===== src/rtl/money_counter.sv =====
// Deposit-side note counter: arms on drawer open, accumulates validated notes,
// and reports the session total to the ATM control unit as a one-cycle valid pulse.
module money_counter #(
   parameter int unsigned BALANCE_WIDTH  = 16,
   parameter int unsigned MAX_NOTES      = 40,
   parameter int unsigned NOTES_WIDTH    = $clog2(MAX_NOTES + 1),
   parameter int unsigned TIMEOUT_CYCLES = 1000,
   parameter int unsigned TIMEOUT_WIDTH  = $clog2(TIMEOUT_CYCLES)
) (
   input  logic                     clk,
   input  logic                     RST,
   input  logic                     In_Drawer_En,
   input  logic                     In_Note_Valid,
   input  logic [2:0]               In_Note_Denom,
   input  logic                     In_Note_Fake,
   output logic                     Out_Money_Counter_Valid,
   output logic [BALANCE_WIDTH-1:0] Out_Money_Counter_Amount,
   output logic                     Out_Reject_Note,
   output logic                     Out_Overflow
);

   localparam int unsigned SUM_W = BALANCE_WIDTH + 1;

   typedef enum logic [1:0] {
      S_IDLE,
      S_COUNT,
      S_REPORT,
      S_WAIT_CLOSE
   } state_t;

   state_t                   r_state, w_state_nxt;
   logic [BALANCE_WIDTH-1:0] r_amount, w_amount_nxt;
   logic [NOTES_WIDTH-1:0]   r_notes, w_notes_nxt;
   logic [TIMEOUT_WIDTH-1:0] r_timer, w_timer_nxt;
   logic                     r_valid, w_valid_nxt;
   logic                     r_reject, w_reject_nxt;
   logic                     r_ovf, w_ovf_nxt;

   logic [6:0]               w_note_value;
   logic [SUM_W-1:0]         w_sum;
   logic                     w_bad_note;
   logic                     w_count_full;
   logic                     w_sum_ovf;
   logic                     w_timeout;

   // Denomination code to face value; invalid codes map to 0 and are rejected anyway.
   always_comb begin
      w_note_value = 7'd0;
      case (In_Note_Denom)
         3'd0:    w_note_value = 7'd1;
         3'd1:    w_note_value = 7'd5;
         3'd2:    w_note_value = 7'd10;
         3'd3:    w_note_value = 7'd20;
         3'd4:    w_note_value = 7'd50;
         3'd5:    w_note_value = 7'd100;
         default: w_note_value = 7'd0;
      endcase
   end

   // Sum carried one bit wider so a would-be wrap shows up as the top bit.
   assign w_bad_note   = In_Note_Fake | (In_Note_Denom > 3'd5);
   assign w_sum        = {1'b0, r_amount} + SUM_W'(w_note_value);
   assign w_sum_ovf    = w_sum[BALANCE_WIDTH];
   assign w_count_full = (r_notes == NOTES_WIDTH'(MAX_NOTES));
   assign w_timeout    = (r_timer == TIMEOUT_WIDTH'(TIMEOUT_CYCLES - 1));

   always_comb begin
      w_state_nxt  = r_state;
      w_amount_nxt = r_amount;
      w_notes_nxt  = r_notes;
      w_timer_nxt  = r_timer;
      w_valid_nxt  = 1'b0;
      w_reject_nxt = 1'b0;
      w_ovf_nxt    = r_ovf;

      case (r_state)
         S_IDLE: begin
            w_reject_nxt = In_Note_Valid;
            if (In_Drawer_En) begin
               w_state_nxt  = S_COUNT;
               w_amount_nxt = '0;
               w_notes_nxt  = '0;
               w_timer_nxt  = '0;
               w_ovf_nxt    = 1'b0;
            end
         end

         S_COUNT: begin
            if (In_Note_Valid) begin
               w_timer_nxt = '0;
               if (w_bad_note) begin
                  w_reject_nxt = 1'b1;
               end else if (w_count_full || w_sum_ovf) begin
                  w_reject_nxt = 1'b1;
                  w_ovf_nxt    = 1'b1;
               end else begin
                  w_amount_nxt = w_sum[BALANCE_WIDTH-1:0];
                  w_notes_nxt  = r_notes + NOTES_WIDTH'(1);
               end
            end else if (!w_timeout) begin
               w_timer_nxt = r_timer + TIMEOUT_WIDTH'(1);
            end
            // A note arriving with the close is counted before the report.
            if (!In_Drawer_En || (!In_Note_Valid && w_timeout)) begin
               w_state_nxt = S_REPORT;
               w_valid_nxt = 1'b1;
            end
         end

         S_REPORT: begin
            w_reject_nxt = In_Note_Valid;
            w_state_nxt  = S_WAIT_CLOSE;
         end

         S_WAIT_CLOSE: begin
            w_reject_nxt = In_Note_Valid;
            if (!In_Drawer_En) begin
               w_state_nxt = S_IDLE;
            end
         end

         default: w_state_nxt = S_IDLE;
      endcase
   end

   always_ff @(posedge clk) begin
      if (RST) begin
         r_state <= S_IDLE;
      end else begin
         r_state <= w_state_nxt;
      end
   end

   always_ff @(posedge clk) begin
      if (RST) begin
         r_amount <= '0;
         r_notes  <= '0;
         r_timer  <= '0;
         r_valid  <= 1'b0;
         r_reject <= 1'b0;
         r_ovf    <= 1'b0;
      end else begin
         r_amount <= w_amount_nxt;
         r_notes  <= w_notes_nxt;
         r_timer  <= w_timer_nxt;
         r_valid  <= w_valid_nxt;
         r_reject <= w_reject_nxt;
         r_ovf    <= w_ovf_nxt;
      end
   end

   assign Out_Money_Counter_Valid  = r_valid;
   assign Out_Money_Counter_Amount = r_amount;
   assign Out_Reject_Note          = r_reject;
   assign Out_Overflow             = r_ovf;

endmodule


===== config.mk =====
export PLATFORM = sky130hd
export DESIGN_NAME = money_counter
export DESIGN_NICKNAME = d
export VERILOG_FILES = /design/src/rtl/money_counter.sv
export SDC_FILE = /design/constraint.sdc
export NUM_CORES = 1
export LEC_CHECK = 0
export BUFFER_PORTS_ARGS = -buffer_cell sky130_fd_sc_hd__buf_2
export CAP_MARGIN = 20
export CORE_MARGIN = 2
export CORE_UTILIZATION = 40
export DETAILED_ROUTE_END_ITERATION = 8
export PLACE_DENSITY = 0.57
export SYNTH_ARGS = -nofsm -noshare
export SYNTH_HDL_FRONTEND = slang
export SYNTH_SLANG_ARGS = --single-unit

===== constraint.sdc =====
create_clock -name clk -period 2.9 [get_ports clk]
set_input_delay 0.58 -clock clk [delete_from_list [all_inputs] [get_ports clk]]
set_output_delay 0.58 -clock clk [all_outputs]
set_load 0.03 [all_outputs]

==> flow_summary.json, run 1 <==
{
  "hpwl_um": 3650,
  "antenna_found_initial": 0,
  "dr.pass1.iters": 4,
  "power_density_nw_per_um2": 786,
  "synth_seq_cells": 37,
  "worstHoldStart": "r_timer[1]",
  "grt_util_met3": 0.0376,
  "area_delta_synth_final_pct": 19.2,
  "crit_family": "simple AND/OR/NAND/NOR gates",
  "reg2reg_from": "Out_Money_Counter_Amount[0]",
  "cell_internal_pwr_mw": 1.19,
  "avgRoutedWirePerCell_um": 12.8,
  "synth.distinct_cells": 44,
  "gp_congestion": 0.876,
  "layout.cells.most_common": "dfxtp_1",
  "r2r-end": "r_notes[4]",
  "grt-busiest-layer": "met2",
  "viasPerCell": 5.26,
  "io_buffer_count": 26,
  "combPwrFrac": 0.445,
  "whs_endpoint": "r_timer[1]",
  "hold_viol_final": 0,
  "ff2ff_path_depth": 9,
  "swShare": 0.399,
  "clk_path_buf_depth": 2,
  "grt_util_met2": 0.248,
  "fp.dieW_um": 76.8,
  "fin_crit_sh": 0.904,
  "grtUsageTotal": 0.163,
  "syn-cell-area_um2": 2120,
  "cts_post_setup_buffers_inserted": 0,
  "crit_slowest_cell": "or2_2",
  "r2r_slack_ps": 480,
  "crit_buf_inv": 2,
  "vdd_drop_max_uv": 419,
  "skew_ps": 3.24,
  "yosysSeqAreaShare": 0.349,
  "cts_made_buffers": 5,
  "pre_cts_ws_ps": -30.9,
  "final_cell_mix": "dfxtp_1, nor2_1, a21oi_1, buf_2, ha_1",
  "fp-row-count": 26,
  "route.detailed.drc": 0,
  "async_flop_share": 0,
  "antenna_cells": 0,
  "period_minus_slack_ps": 2620,
  "coreArea_um2": 5110,
  "layout-drive-gt1-share": 0.181,
  "drv_cap": 0,
  "min_path_cells": 2,
  "root_buffer": "clkbuf_8",
  "ys.flop_type": "dfxtp_1",
  "yosysWarnings": 0,
  "hold_path.class": "reg2reg",
  "leakage_nw": 1.04,
  "rsz0062_at_grt": "no",
  "crit_type": "in2reg",
  "num_vias": 1935,
  "die_height_um": 76.8,
  "syn_area_per_cell_um2": 8.22,
  "met1_usage": 0.230,
  "io_pins": 27,
  "worst_slack_ps": 277,
  "setup_viol": 0,
  "slew_violations": 0,
  "grt_first_pass_wirelength_um": 7780,
  "cp_data_arrival_time_ps": 2840,
  "grt_max_degree": 13,
  "ant_nets": 0,
  "critPathCaptureType": "register",
  "cts_tree": "yes",
  "cp.required_ps": 3110,
  "cp_max_fo": 7,
  "synthCells": 258,
  "grt_pass1_vias": 1695,
  "overflow": 0,
  "cts_max_level": 2,
  "holdBufCountCts": 0,
  "synth.net_count": 283,
  "seq_power_share": 0.322,
  "cts.reportedPaths.clkPinSlew_ps": 70,
  "timing.fmax_mhz": 381,
  "finalPower_mw": 1.99,
  "ctsResizeCount": 0,
  "drt_iter0_drc": 78,
  "insertion_delay_ps": 280,
  "num-fill-cells": 494,
  "p_switching_mw": 0.793,
  "slew_headroom": 0.586,
  "synth_edf_count": 0,
  "tightest_slew_ps": 621,
  "dieArea_um2": 5900,
  "power.share.clock": 0.233,
  "start_util": 0.415,
  "nets": 322,
  "status": "finished clean",
  "cpPeakStageDelay_ps": 400,
  "cp-start-kind": "primary input",
  "wirelength_um": 4720,
  "cp_cell_sequence": "buf_2, nand2b_1, inv_1, and2_1, ha_1, o2111ai_1, nor4_1, a21oi_1, o2bb2ai_1, or2_2, a31oi_1",
  "clock_sinks": 37
}
[registers in the layout, indices dropped and copies added (netlist names)]
register and flops:
Out_Money_Counter_Amount 16, r_timer 10, r_notes 6, r_state 2
Out_Money_Counter_Valid 1, Out_Overflow 1, Out_Reject_Note 1
[worst max path at each step]
stage / cells after the start / slack, ps / startpoint / end
floorplan: 10 / 250 / In_Note_Denom[2] / Out_Money_Counter_Amount[9]
global placement: 11 / 50 / In_Note_Denom[1] / r_notes[1]
detailed placement: 11 / -30 / In_Note_Denom[1] / r_notes[2]
CTS: 11 / 260 / In_Note_Denom[1] / Out_Money_Counter_Amount[13]
global route: 11 / 20 / In_Note_Denom[1] / r_notes[1]
finish: 11 / 280 / In_Note_Denom[1] / Out_Money_Counter_Amount[13]
[synth_stat cells, drive strengths merged (5+ instances only)]
cell	count	area, um2
o21ai	8	40.0
ha	16	200
nand2b	7	43.8
nor3	5	25.0
xnor2	8	70.1
clkbuf	6	22.5
nand2	14	52.6
nor2	35	131
inv	15	56.3
nand3	5	25.0
dfxtp	37	741
nor4	6	37.5
a21oi	35	183
xor2	6	52.6
o211ai	5	37.5
[power groups by stage]
stage | Combinational (mW) | Clock [mW] | Sequential [mW]
floorplan | 0.549 | 0 | 0.715
global placement | 0.884 | 0 | 0.651
detailed placement | 0.879 | 0 | 0.651
CTS | 0.887 | 0.477 | 0.640
global route | 0.979 | 0.495 | 0.650
finish | 0.883 | 0.463 | 0.640
[worst min-delay path, cell delays in order (launching register included)]
cell and delay [ps]:
dfxtp_1 330, nand2_1 60, a21oi_1 60
[cells by family after synthesis]
group,after synthesis,share of synthesized area
buffers and inverters,22,0.0395
AOI/OAI and AO/OA,77,0.230
xor gates and xnor gates,14,0.0579
adders and majority gates,17,0.104
and+or+nand+nor,87,0.200
muxes,4,0.0189
DFF,37,0.349
[final cells by class]
class,count,area (um2),area share
Multi-Input combinational cell,199,1290,0.512
Sequential cell,37,741,0.293
Timing Repair Buffer,39,228,0.0901
Tap cell,70,87.6,0.0347
Clock buffer,6,82.6,0.0327
Inverter,15,56.3,0.0223
Clock inverter,2,37.5,0.0149
[per-layer routing]
metal  wire (um)  part of all wire  up-vias
met5           0                 0        -
met1        2310              0.49      886
met3         260             0.055        6
met2        2090              0.44       41
met4          56             0.012        0
li1            -                 -     1002
[through the flow]
stage	utilization	area (um2)	std cells	hold WS (ps)	TNS, ps
2_1_floorplan	-	2120	258	454	0
3_3_place_gp	0.471	2410	360	469	0
3_5_place_dp	0.471	2410	360	466	-105
4_1_cts	0.495	2530	368	488	0
5_1_grt	0.495	2530	368	511	0
6_report	0.495	2530	368	485	0
(Power assumes the default switching activity.)
==> inputs of run 2 (changes only) <==
Settings changed: HOLD_SLACK_MARGIN set to 0.08.
Clock period 2.9 ns to 2.91 ns, I/O delays scaled along.
==> flow_summary.json, run 2 (synthesis gave the netlist of run 1 again) <==
{
  "met1Wirelength_um": 2420,
  "slew_violations": 0,
  "layout.cells.most_common": "dfxtp_1",
  "grtUsageTotal": 0.178,
  "largest_register_ffs": 16,
  "cts_max_level": 2,
  "whs_endpoint": "Out_Overflow",
  "r2r_slack_ps": 500,
  "r2r-end": "Out_Money_Counter_Amount[9]",
  "io_pins": 27,
  "vdd_drop_max_uv": 447,
  "status": "finished clean",
  "insertion_delay_ps": 300,
  "final_cell_mix": "dfxtp_1, nor2_1, a21oi_1, buf_2, ha_1",
  "nets": 322,
  "num-fill-cells": 530,
  "viasPerCell": 5.24,
  "clock_sinks": 37,
  "cts.reportedPaths.clkPinSlew_ps": 80,
  "holdBufCountCts": 0,
  "cts_made_buffers": 5,
  "grt_pass1_vias": 1887,
  "whs_ps": 479,
  "drt_iter0_drc": 53,
  "cp_data_arrival_time_ps": 2840,
  "hold_path.class": "reg2reg",
  "hold_viol_final": 0,
  "route.detailed.drc": 0,
  "top_layer": "met4",
  "coreArea_um2": 5110,
  "setup_viol": 0,
  "area_delta_synth_final_pct": 19.3,
  "fp.dieW_um": 76.8,
  "cp.required_ps": 3130,
  "reg2reg_from": "Out_Money_Counter_Amount[0]",
  "hpwl_um": 3670,
  "layout-drive-gt1-share": 0.185,
  "min_path_cells": 2,
  "root_buffer": "clkbuf_8",
  "power_density_nw_per_um2": 780,
  "ff2ff_path_depth": 9,
  "fin_util": 0.495,
  "grt_first_pass_wirelength_um": 8450,
  "tns_ps": 0,
  "crit_type": "in2reg",
  "finalPower_mw": 1.97,
  "clk_path_buf_depth": 2,
  "wirelength_um": 4860,
  "num_vias": 1928,
  "die_height_um": 76.8,
  "cts_tree": "yes",
  "tightest_slew_ps": 539,
  "grt_max_degree": 14,
  "dr.pass1.iters": 4,
  "fp-row-count": 26,
  "period_minus_slack_ps": 2620,
  "leakage_nw": 1.04,
  "avgRoutedWirePerCell_um": 13.2,
  "rsz0062_at_grt": "no",
  "io_buffer_count": 26,
  "met3_length_um": 211,
  "slew_headroom": 0.641,
  "overflow": 0,
  "gp_congestion": 0.848,
  "start_util": 0.415,
  "critPathCaptureType": "register",
  "drv_cap": 0,
  "wl_met2_um": 2140,
  "ant_nets": 0,
  "cp_max_fo": 6,
  "worstHoldStart": "Out_Overflow",
  "cp-start-kind": "primary input",
  "timing.fmax_mhz": 382,
  "antenna_found_initial": 0,
  "fin_crit_sh": 0.899,
  "antenna_cells": 0,
  "dieArea_um2": 5900,
  "skew_ps": 6.28
}
==> run 2: worst max path at each step <==
stage	from	end	slack (ps)	cells after the start
after CTS	In_Note_Denom[1]	r_notes[2]	160	11
after global placement	In_Note_Denom[1]	Out_Money_Counter_Amount[13]	-120	11
final	In_Note_Denom[1]	r_notes[2]	290	11
after global routing	In_Note_Denom[2]	Out_Money_Counter_Amount[7]	70	12
after floorplan	In_Note_Denom[2]	Out_Money_Counter_Amount[9]	260	10
after detailed placement	In_Note_Denom[1]	r_notes[1]	-150	11
==> run 2: what timing repair did <==
action / CTS / global route
setup endpoints to repair: 0 / 4
buffers inserted: 0 / 0
resized for setup: 0 / 1
==> run 2: critical path: stages <==
cell and delay, ps:
buf_2 110, nand2b_1 150, inv_1 70, and2_1 160
ha_1 290, o2111ai_1 170, nor4_2 310, a21oi_1 150
o2bb2ai_1 260, or2_2 400, a31oi_1 180
==> run 2: routing by layer <==
layer | up-vias | track usage
met1 | 886 | 0.232
li1 | 1004 | -
met5 | - | 0
met3 | 7 | 0.0365
met2 | 31 | 0.282
met4 | 0 | 0.0836
==> run 2: report_power, final <==
group / internal, mW / total (mW) / switching (mW)
Combinational: 0.333 / 0.882 / 0.549
Sequential: 0.576 / 0.635 / 0.0591
Clock: 0.256 / 0.457 / 0.200
Total: 1.16 / 1.97 / 0.808
==> run 2: final cells by class <==
class	count	area, um2	share of cell area
clock buffer	5	68.8	0.0272
clock inverter	3	46.3	0.0183
inverter	15	56.3	0.0223
multi-input combinational	199	1300	0.515
sequential	37	741	0.293
tap	70	87.6	0.0346
timing repair buffer	39	228	0.0901
==> run 2: per-stage QoR <==
stage	instances	area, um2	setup WS (ps)
floorplan	258	2120	262
global placement	360	2410	-123
detailed placement	360	2410	-147
CTS	368	2520	162
global route	368	2530	65.4
finish	368	2530	295
==> inputs of run 3 (changes only) <==
Settings changed: CORE_MARGIN 2 to 10.
==> flow_summary.json, run 3 (synthesis gave the netlist of run 1 again) <==
{
  "status": "finished clean",
  "swShare": 0.389,
  "slew_headroom": 0.523,
  "wirelength_um": 5140,
  "fp-row-count": 26,
  "vdd_drop_max_uv": 391,
  "seq_power_share": 0.305,
  "hold_path.class": "reg2reg",
  "io_buffer_count": 26,
  "multi_input_area_um2": 1300,
  "cts_post_setup_buffers_inserted": 0,
  "seq_area_um2": 741,
  "power_density_nw_per_um2": 816,
  "largest_register_ffs": 16,
  "finalPower_mw": 2.08,
  "tightest_slew_ps": 716,
  "cp_max_fo": 6,
  "whs_ps": 482,
  "cp-start-kind": "primary input",
  "layout.cells.most_common": "dfxtp_1",
  "clk_path_buf_depth": 2,
  "setup_viol": 0,
  "ant_nets": 0,
  "die_height_um": 92.8,
  "dr.pass1.iters": 4,
  "period_minus_slack_ps": 2670,
  "timing.fmax_mhz": 374,
  "drt_iter0_drc": 102,
  "cts_max_level": 2,
  "cts_tree": "yes",
  "antenna_found_initial": 0,
  "root_buffer": "clkbuf_8",
  "power.share.clock": 0.255,
  "pre_cts_ws_ps": -185,
  "ff2ff_path_depth": 9,
  "cp_cell_sequence": "buf_2, nand2b_1, inv_1, and2_1, ha_1, o2111ai_1, nor4_2, a21oi_1, o2bb2ai_1, or2_2, o21ai_0",
  "cpPeakStageDelay_ps": 410,
  "drv_cap": 0,
  "skew_ps": 4.93,
  "min_path_cells": 1,
  "route.detailed.drc": 0,
  "slew_violations": 0,
  "worst_slack_ps": 239,
  "antenna_cells": 0,
  "fin_crit_sh": 0.918,
  "num-fill-cells": 492,
  "io_pins": 27,
  "cts_made_buffers": 5,
  "cp_data_arrival_time_ps": 2880,
  "overflow": 0,
  "cell_internal_pwr_mw": 1.27,
  "start_util": 0.415,
  "cts.reportedPaths.clkPinSlew_ps": 70,
  "dieArea_um2": 8610,
  "layout-drive-gt1-share": 0.182,
  "grtUsageTotal": 0.125,
  "clock_sinks": 37,
  "crit_slowest_cell": "or2_2",
  "hpwl_um": 3950,
  "avgRoutedWirePerCell_um": 14.0,
  "crit_buf_inv": 2,
  "critPathCaptureType": "register",
  "hold_viol_final": 0,
  "rsz0062_at_grt": "no",
  "crit_family": "simple AND/OR/NAND/NOR gates",
  "leakage_nw": 1.05,
  "area_delta_synth_final_pct": 20.4,
  "p_switching_mw": 0.811,
  "nets": 321,
  "final_cell_mix": "dfxtp_1, nor2_1, a21oi_1, buf_2, ha_1",
  "grt_first_pass_wirelength_um": 8960,
  "num_vias": 1919,
  "coreArea_um2": 5110,
  "cp.required_ps": 3120,
  "gp_congestion": 0.800,
  "fp.dieW_um": 92.8,
  "viasPerCell": 5.23,
  "path_depth": 11,
  "insertion_delay_ps": 290,
  "grt_pass1_vias": 1921,
  "grt_max_degree": 13,
  "combPwrFrac": 0.440,
  "crit_type": "in2reg"
}
-- run 3: cell count changes in the layout (fill, tap and decap cells not counted) --
cell	previous run	this run
buf_4	13	11
buf_12	0	1
bufinv_16	1	2
clkinv_2	0	1
clkinv_4	1	0
clkinvlp_4	1	0
-- run 3: layout make-up --
class / instances / area share
timing repair buffer: 38 / 0.0912
sequential: 37 / 0.290
inverter: 15 / 0.0221
tap: 70 / 0.0343
clock buffer: 5 / 0.0270
clock inverter: 3 / 0.0255
multi-input combinational: 199 / 0.510
-- run 3: worst paths after layout --
| check | startpoint | end | slack [ps] |
|---|---|---|---|
| setup / recovery | In_Note_Denom[1] | r_notes[1] | 240 |
| hold / removal | Out_Money_Counter_Amount[14] | Out_Money_Counter_Amount[14] | 480 |
| setup reg to reg | Out_Money_Counter_Amount[0] | Out_Money_Counter_Amount[10] | 440 |
| hold reg to reg | Out_Money_Counter_Amount[14] | Out_Money_Counter_Amount[14] | 480 |
-- run 3: worst reg2reg max path, delay by kind of cell (launching register included) --
family          cells  cell delay [ps]
compound gates      6             1170
fa+ha+maj           2              630
buf+inv             1              250
flops               1              340
-- run 3: through the flow --
| stage | cells | setup TNS (ps) | instance area [um2] | utilization |
|---|---|---|---|---|
| CTS | 367 | 0 | 2550 | 0.499 |
| detailed placement | 359 | -1560 | 2410 | 0.472 |
| global placement | 359 | -1640 | 2410 | 0.472 |
| global route | 367 | 0 | 2550 | 0.500 |
| finish | 367 | 0 | 2550 | 0.500 |
| floorplan | 258 | 0 | 2120 | - |
-- run 3: repair_timing --
action,in CTS,in global routing
hold buffers,0,0
setup endpoints to repair,0,8
gates resized for setup,0,1
-- run 3: power groups by stage --
stage / registers (mW) / logic (mW) / clock network (mW)
after floorplan: 0.712 / 0.547 / 0
after global placement: 0.646 / 0.915 / 0
after detailed placement: 0.647 / 0.920 / 0
after CTS: 0.637 / 0.922 / 0.542
after global routing: 0.647 / 1.03 / 0.559
final: 0.635 / 0.916 / 0.531
-- run 3: routing by layer --
| metal | vias up | global-route usage | wire length, um |
|---|---|---|---|
| li1 | 1000 | - | - |
| met1 | 873 | 0.160 | 2540 |
| met2 | 37 | 0.194 | 2230 |
| met3 | 9 | 0.0379 | 292 |
| met4 | 0 | 0.0411 | 74 |
| met5 | - | 0 | 0 |
